==> src/rtl/lane_queue_counter_pkg.sv <==
// Shared types and defaults for the lane queue counter: request FSM states,
// default geometry and the width of the requested-lane index.
package lane_queue_counter_pkg;

    localparam int DEF_LANES  = 4;
    localparam int DEF_WIDTH  = 4;
    localparam int DEF_THRESH = 8;
    localparam int REQ_LANE_W = 3;

    typedef enum logic [1:0] {
        IDLE,
        REQ,
        SERVE
    } state_t;

endpackage

==> src/rtl/lane_counter.sv <==
// One lane: saturating up/down car counter with sticky overflow (arrival lost
// at MAX) and underflow (departure attempted at 0) flags.
module lane_counter
    import lane_queue_counter_pkg::*;
#(
    parameter int WIDTH = DEF_WIDTH
) (
    input  logic             clk,
    input  logic             reset,
    input  logic             i_arrive,
    input  logic             i_depart,
    input  logic             i_clear,
    output logic [WIDTH-1:0] o_count,
    output logic             o_ovf,
    output logic             o_udf
);

    localparam logic [WIDTH-1:0] MAX = '1;

    logic [WIDTH-1:0] r_count;
    logic             r_ovf;
    logic             r_udf;

    logic w_inc;
    logic w_dec;
    logic w_set_ovf;
    logic w_set_udf;

    // A simultaneous arrival and departure cancel out and never raise a flag.
    assign w_inc     = i_arrive & ~i_depart;
    assign w_dec     = i_depart & ~i_arrive;
    assign w_set_ovf = w_inc & (r_count == MAX);
    assign w_set_udf = w_dec & (r_count == '0);

    // NOTE: state registers use non-blocking assignments so every flop samples
    // pre-edge values, independent of statement order.
    always_ff @(posedge clk) begin
        if (reset) begin
            r_count <= '0;
            r_ovf   <= 1'b0;
            r_udf   <= 1'b0;
        end else begin
            if (w_inc && !w_set_ovf) begin
                r_count <= r_count + 1'b1;
            end else if (w_dec && !w_set_udf) begin
                r_count <= r_count - 1'b1;
            end
            r_ovf <= w_set_ovf | (r_ovf & ~i_clear);
            r_udf <= w_set_udf | (r_udf & ~i_clear);
        end
    end

    assign o_count = r_count;
    assign o_ovf   = r_ovf;
    assign o_udf   = r_udf;

endmodule

==> src/rtl/lane_queue_counter.sv <==
// Per-lane queue counters plus a request FSM that asks the light controller
// to serve the fullest lane once any lane reaches THRESH.
module lane_queue_counter
    import lane_queue_counter_pkg::*;
#(
    parameter int LANES  = DEF_LANES,
    parameter int WIDTH  = DEF_WIDTH,
    parameter int THRESH = DEF_THRESH
) (
    input  logic                    clk,
    input  logic                    reset,
    input  logic                    en,
    input  logic [LANES-1:0]        car_in,
    input  logic [LANES-1:0]        green,
    input  logic                    depart_tick,
    input  logic                    clear_flags,
    output logic [LANES*WIDTH-1:0]  count,
    output logic [LANES-1:0]        empty,
    output logic [LANES-1:0]        full,
    output logic [LANES-1:0]        ovf,
    output logic [LANES-1:0]        udf,
    output logic                    req_valid,
    output logic [REQ_LANE_W-1:0]   req_lane,
    input  logic                    req_ready
);

    localparam logic [WIDTH-1:0] THR = WIDTH'(THRESH);

    logic [WIDTH-1:0]      w_cnt [LANES];
    logic [WIDTH-1:0]      w_best_cnt;
    logic [REQ_LANE_W-1:0] w_best_lane;
    logic                  w_any_hot;
    logic                  w_sel_green;
    logic                  w_sel_empty;

    state_t                r_state;
    state_t                w_next_state;
    logic [REQ_LANE_W-1:0] r_req_lane;

    for (genvar g = 0; g < LANES; g++) begin : g_lane
        lane_counter #(.WIDTH(WIDTH)) u_lane (
            .clk      (clk),
            .reset    (reset),
            .i_arrive (en & car_in[g]),
            .i_depart (en & depart_tick & green[g]),
            .i_clear  (en & clear_flags),
            .o_count  (w_cnt[g]),
            .o_ovf    (ovf[g]),
            .o_udf    (udf[g])
        );
        assign count[g*WIDTH +: WIDTH] = w_cnt[g];
        assign empty[g] = (w_cnt[g] == '0);
        assign full[g]  = &w_cnt[g];
    end

    // Strict '>' keeps the lowest index on ties.
    // NOTE: every combinational output gets a default first, so no path can
    // leave it unassigned and infer a latch.
    always_comb begin
        w_best_cnt  = w_cnt[0];
        w_best_lane = '0;
        w_any_hot   = 1'b0;
        for (int i = 0; i < LANES; i++) begin
            if (w_cnt[i] >= THR) w_any_hot = 1'b1;
            if (w_cnt[i] > w_best_cnt) begin
                w_best_cnt  = w_cnt[i];
                w_best_lane = REQ_LANE_W'(i);
            end
        end
    end

    always_comb begin
        w_sel_green = 1'b0;
        w_sel_empty = 1'b0;
        for (int i = 0; i < LANES; i++) begin
            if (r_req_lane == REQ_LANE_W'(i)) begin
                w_sel_green = green[i];
                w_sel_empty = empty[i];
            end
        end
    end

    always_ff @(posedge clk) begin
        if (reset) begin
            r_state    <= IDLE;
            r_req_lane <= '0;
        end else begin
            r_state <= w_next_state;
            if (r_state == IDLE && w_any_hot) r_req_lane <= w_best_lane;
        end
    end

    always_comb begin
        w_next_state = r_state;
        case (r_state)
            IDLE:    if (w_any_hot) w_next_state = REQ;
            REQ:     if (req_ready) w_next_state = SERVE;
            SERVE:   if (!w_sel_green || w_sel_empty) w_next_state = IDLE;
            default: w_next_state = IDLE;
        endcase
    end

    always_comb begin
        req_valid = (r_state == REQ);
        req_lane  = r_req_lane;
    end

endmodule

==> config.mk <==
export PLATFORM = sky130hd
export DESIGN_NAME = lane_queue_counter
export DESIGN_NICKNAME = d
export VERILOG_FILES = /design/src/rtl/lane_queue_counter_pkg.sv /design/src/rtl/lane_counter.sv /design/src/rtl/lane_queue_counter.sv
export SDC_FILE = /design/constraint.sdc
export NUM_CORES = 1
export LEC_CHECK = 0
export ABC_CLOCK_PERIOD_IN_PS = 4000
export CORE_ASPECT_RATIO = 1.2
export CORE_MARGIN = 4
export CORE_UTILIZATION = 45
export DETAILED_ROUTE_END_ITERATION = 8
export PLACE_DENSITY = 0.79
export SETUP_SLACK_MARGIN = 0.4
export SKIP_CTS_REPAIR_TIMING = 1
export SLEW_MARGIN = 20
export SYNTH_ARGS = -nofsm -noshare
export SYNTH_HDL_FRONTEND = slang
export SYNTH_HIERARCHICAL = 1
export SYNTH_SLANG_ARGS = --single-unit
==> constraint.sdc <==
create_clock -name clk -period 4 [get_ports clk]
set_clock_uncertainty 0.05 [all_clocks]
set_input_delay 0.6 -clock clk [delete_from_list [all_inputs] [get_ports clk]]
set_output_delay 0.6 -clock clk [all_outputs]
set_load 0.005 [all_outputs]
# ---- Yosys cells after proc, flatten, opt, wreduce, memory -nomap -nowiden
# Cells that the tools add are included.
dict set report totals {
  ff_bits 29
  latch_bits 0
  mem_bits_rw 0
  romBits 0
  input_bits 14
  output_inout_bits 36
  elab_cells 155
  n_memories 0
}
dict set report op_classes {
  n_addsub 8
  multipliers 0
  div_mod_pow 0
  order_cmp 7
  eq_ne 12
  n_shift 0
  mux 29
  n_bitwise 51
  n_reduce_logical 34
}
# op n
set op_table {}
lappend op_table {{$mux 4} 10}
lappend op_table {{$and 1x1->1} 34}
lappend op_table {{$add 4x1->4 const B} 4}
lappend op_table {{$eq 4x4->1 const B} 4}
lappend op_table {{$ge 4x4->1 const B} 4}
lappend op_table {{$logic_not 4->1} 4}
lappend op_table {{$reduce_and 4->1} 4}
lappend op_table {{$sub 4x1->4 const B} 4}
lappend op_table {{$mux 1} 13}
lappend op_table {{$gt 4x4->1} 3}
lappend op_table {{$logic_and 1x1->1} 9}
lappend op_table {{$logic_not 1->1} 9}
lappend op_table {{$not 1->1} 9}
lappend op_table {{$or 1x1->1} 8}
lappend op_table {{$reduce_bool 2->1} 4}
lappend op_table {{$eq 3x2->1 const B} 2}
lappend op_table {{$mux 2} 3}
lappend op_table {{$mux 3} 2}
lappend op_table {{$pmux 2 s3} 1}
lappend op_table {{$ne 2x2->1 const B} 2}
lappend op_table {{$eq 3x1->1 const B} 1}
lappend op_table {{$logic_not 3->1} 1}
lappend op_table {{$reduce_and 3->1} 1}
lappend op_table {{$eq 2x1->1 const B} 1}
lappend op_table {{other kinds (4)} 4}

# ---- Logic depth before layout (Yosys ltp)
dict set report depth {
  word_depth 9
  mapped_depth 17
}

# ---- Cells and area by module
# Netlist, hierarchy kept.
# module instances cells_each area_each_um2 seq_area_each_um2
set modules_own_cells {}
lappend modules_own_cells {lane_counter 4 36 367.9 120.1}
lappend modules_own_cells {lane_queue_counter 1 90 729.4 80.1}

# ---- Worst setup path before layout
# OpenSTA, ideal clock, no wires.
dict set report synth_path {
  path_type {reg-to-reg}
  start {reg g_lane[0].u_lane.r_count[1]}
  end {reg r_req_lane[1], in the netlist req_lane[1]}
  arrival_time_ns 3.438
  t_required_ns 3.813
  setup_slack_ns 0.374
  path_stages_with_launch 16
  period_less_slack_ns 3.626
  cell_sequence {dfxtp_1 -> inv_1 -> ha_1 -> and4_2 -> a21oi_4 -> mux2i_1 -> ha_1 -> a211oi_1 -> nand2_1 -> o211ai_2 -> mux2_2 -> ha_1 -> a21oi_1 -> o21ai_0 -> a21boi_0 -> a211oi_1}
}
dict set report synth_via {
  elab_chain_cells 6
  elab_cells_between_ends 13
  classes_between {order compare (4); mux (8); reduce/logical (1)}
}
# element line
set synth_lines {}
lappend synth_lines {{start, declared} lane_counter.sv:20} ;# logic [WIDTH-1:0] r_count;
lappend synth_lines {{start signal, assigned} lane_counter.sv:44} ;# r_count <= r_count + 1'b1;
lappend synth_lines {{start signal, assigned} lane_counter.sv:46} ;# r_count <= r_count - 1'b1;
lappend synth_lines {{$gt 4x4->1 / $ge 4x4->1 (equally long branches)} {lane_queue_counter.sv:65, lane_queue_counter.sv:64}}
lappend synth_lines {{$mux 4 / $mux 1 (equally long branches)} {lane_queue_counter.sv:65, lane_queue_counter.sv:64}}
lappend synth_lines {{$gt 4x4->1 / $mux 1 (equally long branches)} {lane_queue_counter.sv:65, lane_queue_counter.sv:64}}
lappend synth_lines {{$mux 4 / $mux 1 (equally long branches)} {lane_queue_counter.sv:65, lane_queue_counter.sv:64}}
lappend synth_lines {{$gt 4x4->1 / $mux 1 (equally long branches)} {lane_queue_counter.sv:65, lane_queue_counter.sv:64}}
lappend synth_lines {{$mux 3 / $logic_and 1x1->1 (equally long branches)} {lane_queue_counter.sv:65, lane_queue_counter.sv:89}}
lappend synth_lines {{end signal, assigned} lane_queue_counter.sv:89} ;# if (r_state == IDLE && w_any_hot) r_req_lane <= w_best_lane;
lappend synth_lines {{end, declared} lane_queue_counter.sv:38} ;# logic [REQ_LANE_W-1:0] r_req_lane;
# Several ways; a longest one is shown, not always the timed one.
# A chain may end at the register's enable or synchronous reset.

# ---- Final worst setup path
dict set report layout_path {
  start {reg g_lane[0].u_lane.r_count[1]}
  end {reg r_req_lane[0], in the netlist req_lane[0]}
}
# The elaborated chain is that of the path after synthesis.

==> reports/qor.yml <==
outcome: "finished, final reports clean"
cts-buffers-inserted: 3
worstSetupPathType: "reg -> reg"
die_area_sq_um: 6080
avgViaCountPerCell: 5.86
gr-usage-all-layers_pct: 18.6
postSynthAreaPerCell_sq_um: 9.41
die_x_microns: 71.8
tns_ns: 0
synth_edf_count: 0
ys_types: 42
min_period_ns: 3.59
synth.area.top_cells: "dfxtp_1 (25%), ha_1 (11%), nor2_1 (3.9%)"
htreeDepth: 1
ys_ff_latch: 28
routed_wl_microns: 5960
rsz0062_at_grt: "no"
area_growth_pct: 38.7
io-pin-count: 50
cts_sinks: 28
fmax_ghz: 0.278
dpl-instance-area_sq_um: 2810
cts_tree: "yes"
syn_nets: 272
gp_congestion: 0.869
synth_ff_type: "dfxtp_1"
clock_path_buffers: 2
hp-class: "reg -> reg"
core_area_sq_um: 4660
hold_violations: 0
crit_path_end_kind: "flop"
drv_slew: 0
grt_max_degree: 27
dp_hpwl_microns: 4150
layout_commonest_cell: "clkdlybuf4s50_1"
slew_headroom_pct: 30.4
clkSlewWorstSetupHoldPaths_ns: 0.11
worstMarginPinSlew_ns: 1.04
drive_above_1_share_pct: 21.4
dr.pass1.iters: 4
leakagePower_nw: 1.14
max-cap-violations: 0
initial_core_util_pct: 47.2
fin_crit_sh_pct: 89.9
ys_async_sr_fraction_pct: 0
grt_overflow: 0
num_antenna_cells: 0
cp-start-kind: "flop"
p_per_area_nw_per_um2: 426
drt-initial-drc-count: 103
drcViolationCount: 0
utilization_pct: 65.5
timing.final.ws_setup_ns: 0.406
arrival_ns: 3.68
cp_max_fo: 6
layout_common_cells: "clkdlybuf4s50_1 (48), dfxtp_1 (27), nor2_1 (23)"
grt_pass1_wl_microns: 9290
num_rows: 27
clock_latency_ns: 0.29
postSynthCellCount: 234
grt_pass1_vias: 2038
finalInstanceArea_sq_um: 3050
ys_warn_count: 6
nets: 338
ant_nets: 0
clockRootBuffer: "clkbuf_8"
dp_slack_ns: 0.132
required_ns: 4.09
synth_area_sq_um: 2200
ir_drop_v: 0.000258
synth_largest_area_cell: "dfxtp_1"
vias: 2093
port-buffer-count: 48
setup_viol: 0
die_y_microns: 84.6
grt_antenna_before_repair: 0
routedWlPerCell_microns: 16.7
synth.top_cell.area_share_pct: 25.5
seq_area_frac_synth_pct: 25.5
worst paths after layout:
kind / slack [ns] / end / start / depth (start not counted)
max: 0.41 / req_lane[0] / g_lane[0].u_lane/o_count[1] / 16
min: 0.43 / g_lane[0].u_lane/o_ovf / g_lane[0].u_lane/o_ovf / 2
max reg2reg: 0.41 / req_lane[0] / g_lane[0].u_lane/o_count[1] / 16
min reg2reg: 0.43 / g_lane[0].u_lane/o_ovf / g_lane[0].u_lane/o_ovf / 2
final cells by class:
class,count,area [sq um]
multi-input combinational,193,1700
clock inverter,1,30.0
tap,58,72.6
fill,381,1610
clock buffer,3,41.3
inverter,12,47.5
timing repair buffer,62,593
sequential,28,564
cell usage after synthesis, types with 5 or more instances:
library cell  number
a21oi_1           17
nand2b_1          13
mux2i_1            7
and2_1             5
nor2_1            23
inv_1             12
nand2_1            6
nand3b_1          10
xnor2_1            8
dfxtp_1           28
ha_1              20
a211oi_1           7
nor4_1             6
critical path: stages, from the launching register on:
cell and delay, ns:
dfxtp_4 0.40, inv_4 0.04, ha_4 0.26, nor2b_4 0.13, o211ai_2 0.12, a21oi_4 0.24
buf_6 0.15, mux2_4 0.32, ha_4 0.26, nand4_1 0.15, o211ai_4 0.19, buf_6 0.16
mux2_4 0.31, ha_4 0.26, nand4_1 0.09, a21boi_2 0.20, a211oi_1 0.09
flip-flops by register name, summed over array words and instances, names as in the netlist:
name and count:
req_lane 2, g_lane.u_lane/o_count 16, g_lane.u_lane/o_ovf 4, g_lane.u_lane/o_udf 4, r_state 2
power by group:
part | internal, W | switching (W)
Clock | 0.000134 | 0.0000973
Combinational | 0.000380 | 0.000324
Sequential | 0.000311 | 0.0000546
Total | 0.000825 | 0.000476
logic make-up (layout without fill, tap and decap cells):
| family | Yosys count | count (layout) | synth area share [%] |
|---|---|---|---|
| AOI/OAI and AO/OA | 45 | 45 | 16.0 |
| xor gates and xnor gates | 8 | 8 | 3.18 |
| adders and majority gates | 24 | 24 | 15.0 |
| buffers and inverters | 13 | 78 | 2.39 |
| DFF | 28 | 28 | 25.5 |
| muxes | 16 | 16 | 8.13 |
| other | 1 | 1 | 0.170 |
| and+or+nand+nor | 99 | 99 | 29.7 |
through the flow:
stage / hold slack [ns] / instances / total power (W)
2_1_floorplan: 0.410 / 234 / 0.000722
3_3_place_gp: 0.410 / 347 / 0.000897
3_5_place_dp: 0.413 / 347 / 0.000918
4_1_cts: 0.430 / 351 / 0.00115
5_1_grt: 0.447 / 357 / 0.00138
6_report: 0.430 / 357 / 0.00130
per-layer routing:
layer | vias to the layer above | wire (microns) | global-route usage (%)
li1 | 994 | - | -
met1 | 1019 | 2400 | 21.8
met2 | 65 | 3150 | 34.1
met3 | 15 | 239 | 2.16
met4 | 0 | 179 | 6.32
met5 | - | 0 | 0
Power figures use the tool's default switching activity.
